$ cat config.mk
export PLATFORM = sky130hd
export DESIGN_NAME = addsub_flag_unit_flat
export DESIGN_NICKNAME = d
export VERILOG_FILES = /design/src/rtl/addsub_flag_unit_if.sv /design/src/rtl/addsub_flag_unit.sv /design/src/flat_wrapper.sv
export SDC_FILE = /design/constraint.sdc
export NUM_CORES = 1
export LEC_CHECK = 0
export BUFFER_PORTS_ARGS = -buffer_cell sky130_fd_sc_hd__buf_2
export CAP_MARGIN = 20
export CORE_UTILIZATION = 40
export CTS_CLUSTER_DIAMETER = 200
export DETAILED_ROUTE_END_ITERATION = 10
export GPL_TIMING_DRIVEN = 0
export PLACE_DENSITY = 0.65
export SETUP_SLACK_MARGIN = 0.05
export SLEW_MARGIN = 15
export SYNTH_ARGS = -nofsm -noshare
export SYNTH_HDL_FRONTEND = slang
export SYNTH_SLANG_ARGS = --single-unit
$ cat constraint.sdc
create_clock -name clk -period 10.4 [get_ports clk]
set_clock_uncertainty 0.2 [all_clocks]
set_input_delay 3.12 -clock clk [delete_from_list [all_inputs] [get_ports clk]]
set_output_delay 3.12 -clock clk [all_outputs]
set_load 0.01 [all_outputs]
$ cat src/rtl/addsub_flag_unit_if.sv
// addsub_flag_unit_if: start/busy/done handshake, operands, result and N/V/C/Z flags
interface addsub_flag_unit_if #(parameter int WIDTH = 32);
  logic start;
  logic sub;
  logic [WIDTH-1:0] A;
  logic [WIDTH-1:0] B;
  logic busy;
  logic done;
  logic [WIDTH-1:0] result;
  logic FlagN;
  logic FlagV;
  logic FlagC;
  logic FlagZ;
  modport master (output start, sub, A, B, input busy, done, result, FlagN, FlagV, FlagC, FlagZ);
  modport slave (input start, sub, A, B, output busy, done, result, FlagN, FlagV, FlagC, FlagZ);
endinterface

$ cat src/rtl/addsub_flag_unit.sv
// addsub_flag_unit: chunked adder/subtractor with N/V/C/Z flags and a registered carry between slices.
// Define ADDSUB_SINGLE_CYCLE_EN to compute the full-width result at the accepted start edge instead.
module addsub_flag_unit #(
  parameter int WIDTH = 32,
  parameter int CHUNK = 8
) (
  input logic clk,
  input logic reset_n,
  addsub_flag_unit_if.slave io
);
  localparam int NCH = WIDTH / CHUNK;
  localparam int IW = NCH > 1 ? $clog2(NCH) : 1;
  typedef enum logic [1:0] {IDLE, RUN, DONE} state_t;
  state_t state, state_n;
  logic accept, commit, c_msb, c_out;
  logic [WIDTH-1:0] res_n, result;
  logic fn, fv, fc, fz;
  assign accept = io.start && state != RUN;
`ifdef ADDSUB_SINGLE_CYCLE_EN
  logic [WIDTH-1:0] bx;
  logic [WIDTH:0] full;
  assign commit = accept;
  always_comb begin
    bx = io.B ^ {WIDTH{io.sub}};
    full = {1'b0, io.A} + {1'b0, bx} + (WIDTH+1)'(io.sub);
    res_n = full[WIDTH-1:0];
    c_out = full[WIDTH];
    c_msb = io.A[WIDTH-1] ^ bx[WIDTH-1] ^ full[WIDTH-1];
    state_n = accept ? DONE : IDLE;
  end
`else
  logic [WIDTH-1:0] a_r, b_r, acc;
  logic [CHUNK-1:0] a_sl, b_sl;
  logic [CHUNK:0] sum;
  logic [IW-1:0] idx;
  logic carry, last;
  assign last = idx == IW'(NCH - 1);
  assign commit = state == RUN && last;
  always_comb begin
    a_sl = a_r[int'(idx)*CHUNK +: CHUNK];
    b_sl = b_r[int'(idx)*CHUNK +: CHUNK];
    sum = {1'b0, a_sl} + {1'b0, b_sl} + (CHUNK+1)'(carry);
    res_n = acc;
    res_n[int'(idx)*CHUNK +: CHUNK] = sum[CHUNK-1:0];
    c_out = sum[CHUNK];
    c_msb = a_sl[CHUNK-1] ^ b_sl[CHUNK-1] ^ sum[CHUNK-1];
    state_n = state == RUN ? (last ? DONE : RUN) : (accept ? RUN : IDLE);
  end
  always_ff @(posedge clk or negedge reset_n)
    if (!reset_n) begin
      a_r <= '0;
      b_r <= '0;
      acc <= '0;
      carry <= 1'b0;
      idx <= '0;
    end else if (accept) begin
      a_r <= io.A;
      b_r <= io.B ^ {WIDTH{io.sub}};
      acc <= '0;
      carry <= io.sub;
      idx <= '0;
    end else if (state == RUN) begin
      acc <= res_n;
      carry <= c_out;
      idx <= idx + 1'b1;
    end
`endif
  always_ff @(posedge clk or negedge reset_n)
    if (!reset_n) state <= IDLE;
    else state <= state_n;
  // Architectural outputs only change when an operation completes.
  always_ff @(posedge clk or negedge reset_n)
    if (!reset_n) begin
      result <= '0;
      {fn, fv, fc, fz} <= '0;
    end else if (commit) begin
      result <= res_n;
      fn <= res_n[WIDTH-1];
      fv <= c_msb ^ c_out;
      fc <= c_out;
      fz <= ~|res_n;
    end
  assign io.busy = state == RUN;
  assign io.done = state == DONE;
  assign io.result = result;
  assign io.FlagN = fn;
  assign io.FlagV = fv;
  assign io.FlagC = fc;
  assign io.FlagZ = fz;
endmodule
$ cat src/flat_wrapper.sv
// flat-port wrapper written by rule: the top's interface ports become plain ports
module addsub_flag_unit_flat 
#(
  parameter int WIDTH = 32,
  parameter int CHUNK = 8
)
  (clk, reset_n, io_start, io_sub, io_A, io_B, io_busy, io_done, io_result, io_FlagN, io_FlagV, io_FlagC, io_FlagZ);
  addsub_flag_unit_if #(.WIDTH(WIDTH)) io_i ();
  input logic clk;
  input logic reset_n;
  input wire logic [$bits(io_i.start)-1:0] io_start;
  input wire logic [$bits(io_i.sub)-1:0] io_sub;
  input wire logic [$bits(io_i.A)-1:0] io_A;
  input wire logic [$bits(io_i.B)-1:0] io_B;
  output wire logic [$bits(io_i.busy)-1:0] io_busy;
  output wire logic [$bits(io_i.done)-1:0] io_done;
  output wire logic [$bits(io_i.result)-1:0] io_result;
  output wire logic [$bits(io_i.FlagN)-1:0] io_FlagN;
  output wire logic [$bits(io_i.FlagV)-1:0] io_FlagV;
  output wire logic [$bits(io_i.FlagC)-1:0] io_FlagC;
  output wire logic [$bits(io_i.FlagZ)-1:0] io_FlagZ;
  assign io_i.start = io_start;
  assign io_i.sub = io_sub;
  assign io_i.A = io_A;
  assign io_i.B = io_B;
  assign io_busy = io_i.busy;
  assign io_done = io_i.done;
  assign io_result = io_i.result;
  assign io_FlagN = io_i.FlagN;
  assign io_FlagV = io_i.FlagV;
  assign io_FlagC = io_i.FlagC;
  assign io_FlagZ = io_i.FlagZ;
  addsub_flag_unit #(.WIDTH(WIDTH), .CHUNK(CHUNK)) u_core (.clk(clk), .reset_n(reset_n), .io(io_i));
endmodule
==> qor.yml <==
routed_wl_um: 15400
r2r-end: "u_core.io.FlagZ"
route.detailed.drc: 0
multiInputGateArea_mm2: 0.00279
synth_area_mm2: 0.00619
fin_crit_sh_pct: 49.5
required_ns: 7.08
yosys.area.top_type: "dfrtp_1"
cts_sinks: 128
critPathKind: "reg2out"
numCtsBuffers: 17
status: "finished, final reports clean"
max_freq_mhz: 194
synth_edf_count: 0
powerDensity_mw_per_mm2: 382
synth_seq_area_share_pct: 51.7
grt_max_degree: 68
die_w_um: 126
nNetsFinal: 818
num_vias: 4861
vdd_ir_drop_max_mv: 0.216
gp_congestion: 0.821
rsz0062_at_grt: "false"
fin_util_pct: 50.0
cts_max_path_buffers: 2
cts_hold_buf: 0
synthArstFlopShare_pct: 100
syn_inst: 611
synth.top_cells.by_area: "dfrtp_1 52%, nand2_1 10%, mux4_2 5.8%"
ys_types: 48
maxSlewViolCount: 0
min_path_type: "reg2reg"
initial_utilization_pct: 40.9
worst_pin_slew_ns: 1.00
antenna_left: 0
final_common_cell: "nand2_1"
start_kind: "flop"
io_pins: 106
core.rowCount: 45
core_mm2: 0.0151
hold_start: "u_core.a_r[18]"
maxCapViolCount: 0
clkTransAtPathRegs_ns: 0.06
slew_headroom_pct: 32.9
cp.arrival_ns: 1.83
drive_above_1_share_pct: 23.1
synth_top_area_share_pct: 51.7
setup_tns_ns: 0
period_needed_ns: 5.15
grt_util_all_layers_pct: 20.6
ys_ff_latch: 128
port_buffers: 104
grt-ovfl-total: 0
htreeDepth: 4
vias_per_cell: 5.19
dp_slack_ns: 5.56
rr_startpoint: "u_core.idx[1]"
leakage_nw: 3.65
antennaDiodeCount: 0
seq_area_mm2: 0.00320
wl_per_cell_um: 16.4
syn_nets: 693
whs_path_depth: 2
power.total_mw: 2.89
synth-main-ff-cell: "dfrtp_1"
worstPathMaxFanout: 10
fillers: 1393
synth_warnings: 0
grt_pass1_wl_um: 25100
clock-root-buffer: "clkbuf_16"
hold_end: "u_core.a_r[18]"
crit_path_end_kind: "output port"
postSynthAreaPerCell_um2: 10.1
layout_common_cells: "166 x nand2_1, 128 x dfrtp_1, 108 x buf_2, 66 x o21ai_0, 34 x xnor2_1"
drt-initial-drc-count: 344
area_growth_pct: 22.3
cts-resized-gates: 0
grt_antenna_before_repair: 0
die_h_um: 126
worst_slack_ns: 5.25
finalHoldViolations: 0
drtPass1Iterations: 6
r2r_cells: 10
final-setup-viol-count: 0
insertion_delay_ns: 0.42
reg2reg_slack_ns: 6.11
cts_setup_buffers: 0
place_hpwl_um: 11100
cts_tree: "yes"
die_area_mm2: 0.0160
grt_pass1_vias: 4761
-- cell usage after synthesis, types with 2 or more instances --
cell        n
mux4_2     16
a22o_1     30
fa_1        2
buf_2       5
buf_4       3
nor2b_1    25
o22ai_1     2
ha_1       12
dfrtp_1   128
nand2b_1    2
nor2_1      7
mux2i_1     2
inv_1       5
o21ai_0    66
a211oi_1    3
a21oi_1    33
clkbuf_1   30
nand2_1   166
nor3_1      2
xnor2_1    34
xor2_1      3
nor4_1      6
o21a_1      2
and4_1      2
a21oi_2     2
-- sequential cells by signal, indices dropped and copies added (netlist names) --
name and count:
u_core.io.FlagZ 1, u_core.carry 1, u_core.io.result 31, u_core.a_r 32, u_core.io.FlagC 1, u_core.acc 24
u_core.state 2, u_core.io.FlagV 1, u_core.idx 2, u_core.b_r 32, u_core.io.FlagN 1
-- report_power, final --
part | switching [mW] | internal (mW) | total [mW]
clock network | 0.215 | 0.363 | 0.579
logic | 0.957 | 0.533 | 1.49
registers | 0.119 | 0.704 | 0.823
-- cell type report --
class / count / share of cell area (%)
inverters: 5 / 0.248
well taps: 188 / 3.11
clock inverters: 10 / 1.47
plain buffers: 41 / 2.38
repair buffers: 106 / 7.42
clock buffers: 22 / 6.13
multi-input cells: 437 / 36.9
flip-flops and latches: 128 / 42.3
-- per-layer routing --
layer | vias up | part of all wire, % | GRT usage [%]
met5 | - | 0 | 0
met4 | 0 | 1.0 | 6.66
met3 | 14 | 6.1 | 5.06
met2 | 157 | 47 | 32.7
met1 | 2336 | 46 | 27.7
li1 | 2354 | - | -
-- stage by stage --
step,instances,hold slack [ns],cell area [um2]
floorplan,611,0.240,6190
global placement,903,0.256,6950
detailed placement,904,0.261,6980
CTS,936,0.275,7550
global route,937,0.290,7570
finish,937,0.272,7570
-- worst max-delay path: stages, from the launching register on --
cell,delay [ns]
dfrtp_1,0.37
nand2b_1,0.13
buf_2,0.18
inv_1,0.08
clkbuf_1,0.41
buf_2,0.23
-- logic make-up after synthesis --
group / after synthesis / share of synthesized area, %
AOI/OAI and AO/OA: 148 / 14.8
and+or+nand+nor: 219 / 15.5
xor gates and xnor gates: 38 / 5.50
buffers and inverters: 46 / 3.21
muxes: 18 / 6.15
adders and majority gates: 14 / 3.07
DFF: 128 / 51.7
-- worst max path at each step --
stage | from | to | slack (ns) | cells past startpoint
2_1_floorplan | u_core.state[1] | io_busy | 6.10 | 4
3_3_place_gp | reset_n | u_core.a_r[20] | 4.43 | 1
3_5_place_dp | io_start | u_core.state[0] | 5.56 | 5
4_1_cts | u_core.state[1] | io_busy | 5.25 | 5
5_1_grt | u_core.state[1] | io_busy | 5.18 | 5
6_report | u_core.state[1] | io_busy | 5.25 | 5
(Power assumes the default switching activity.)
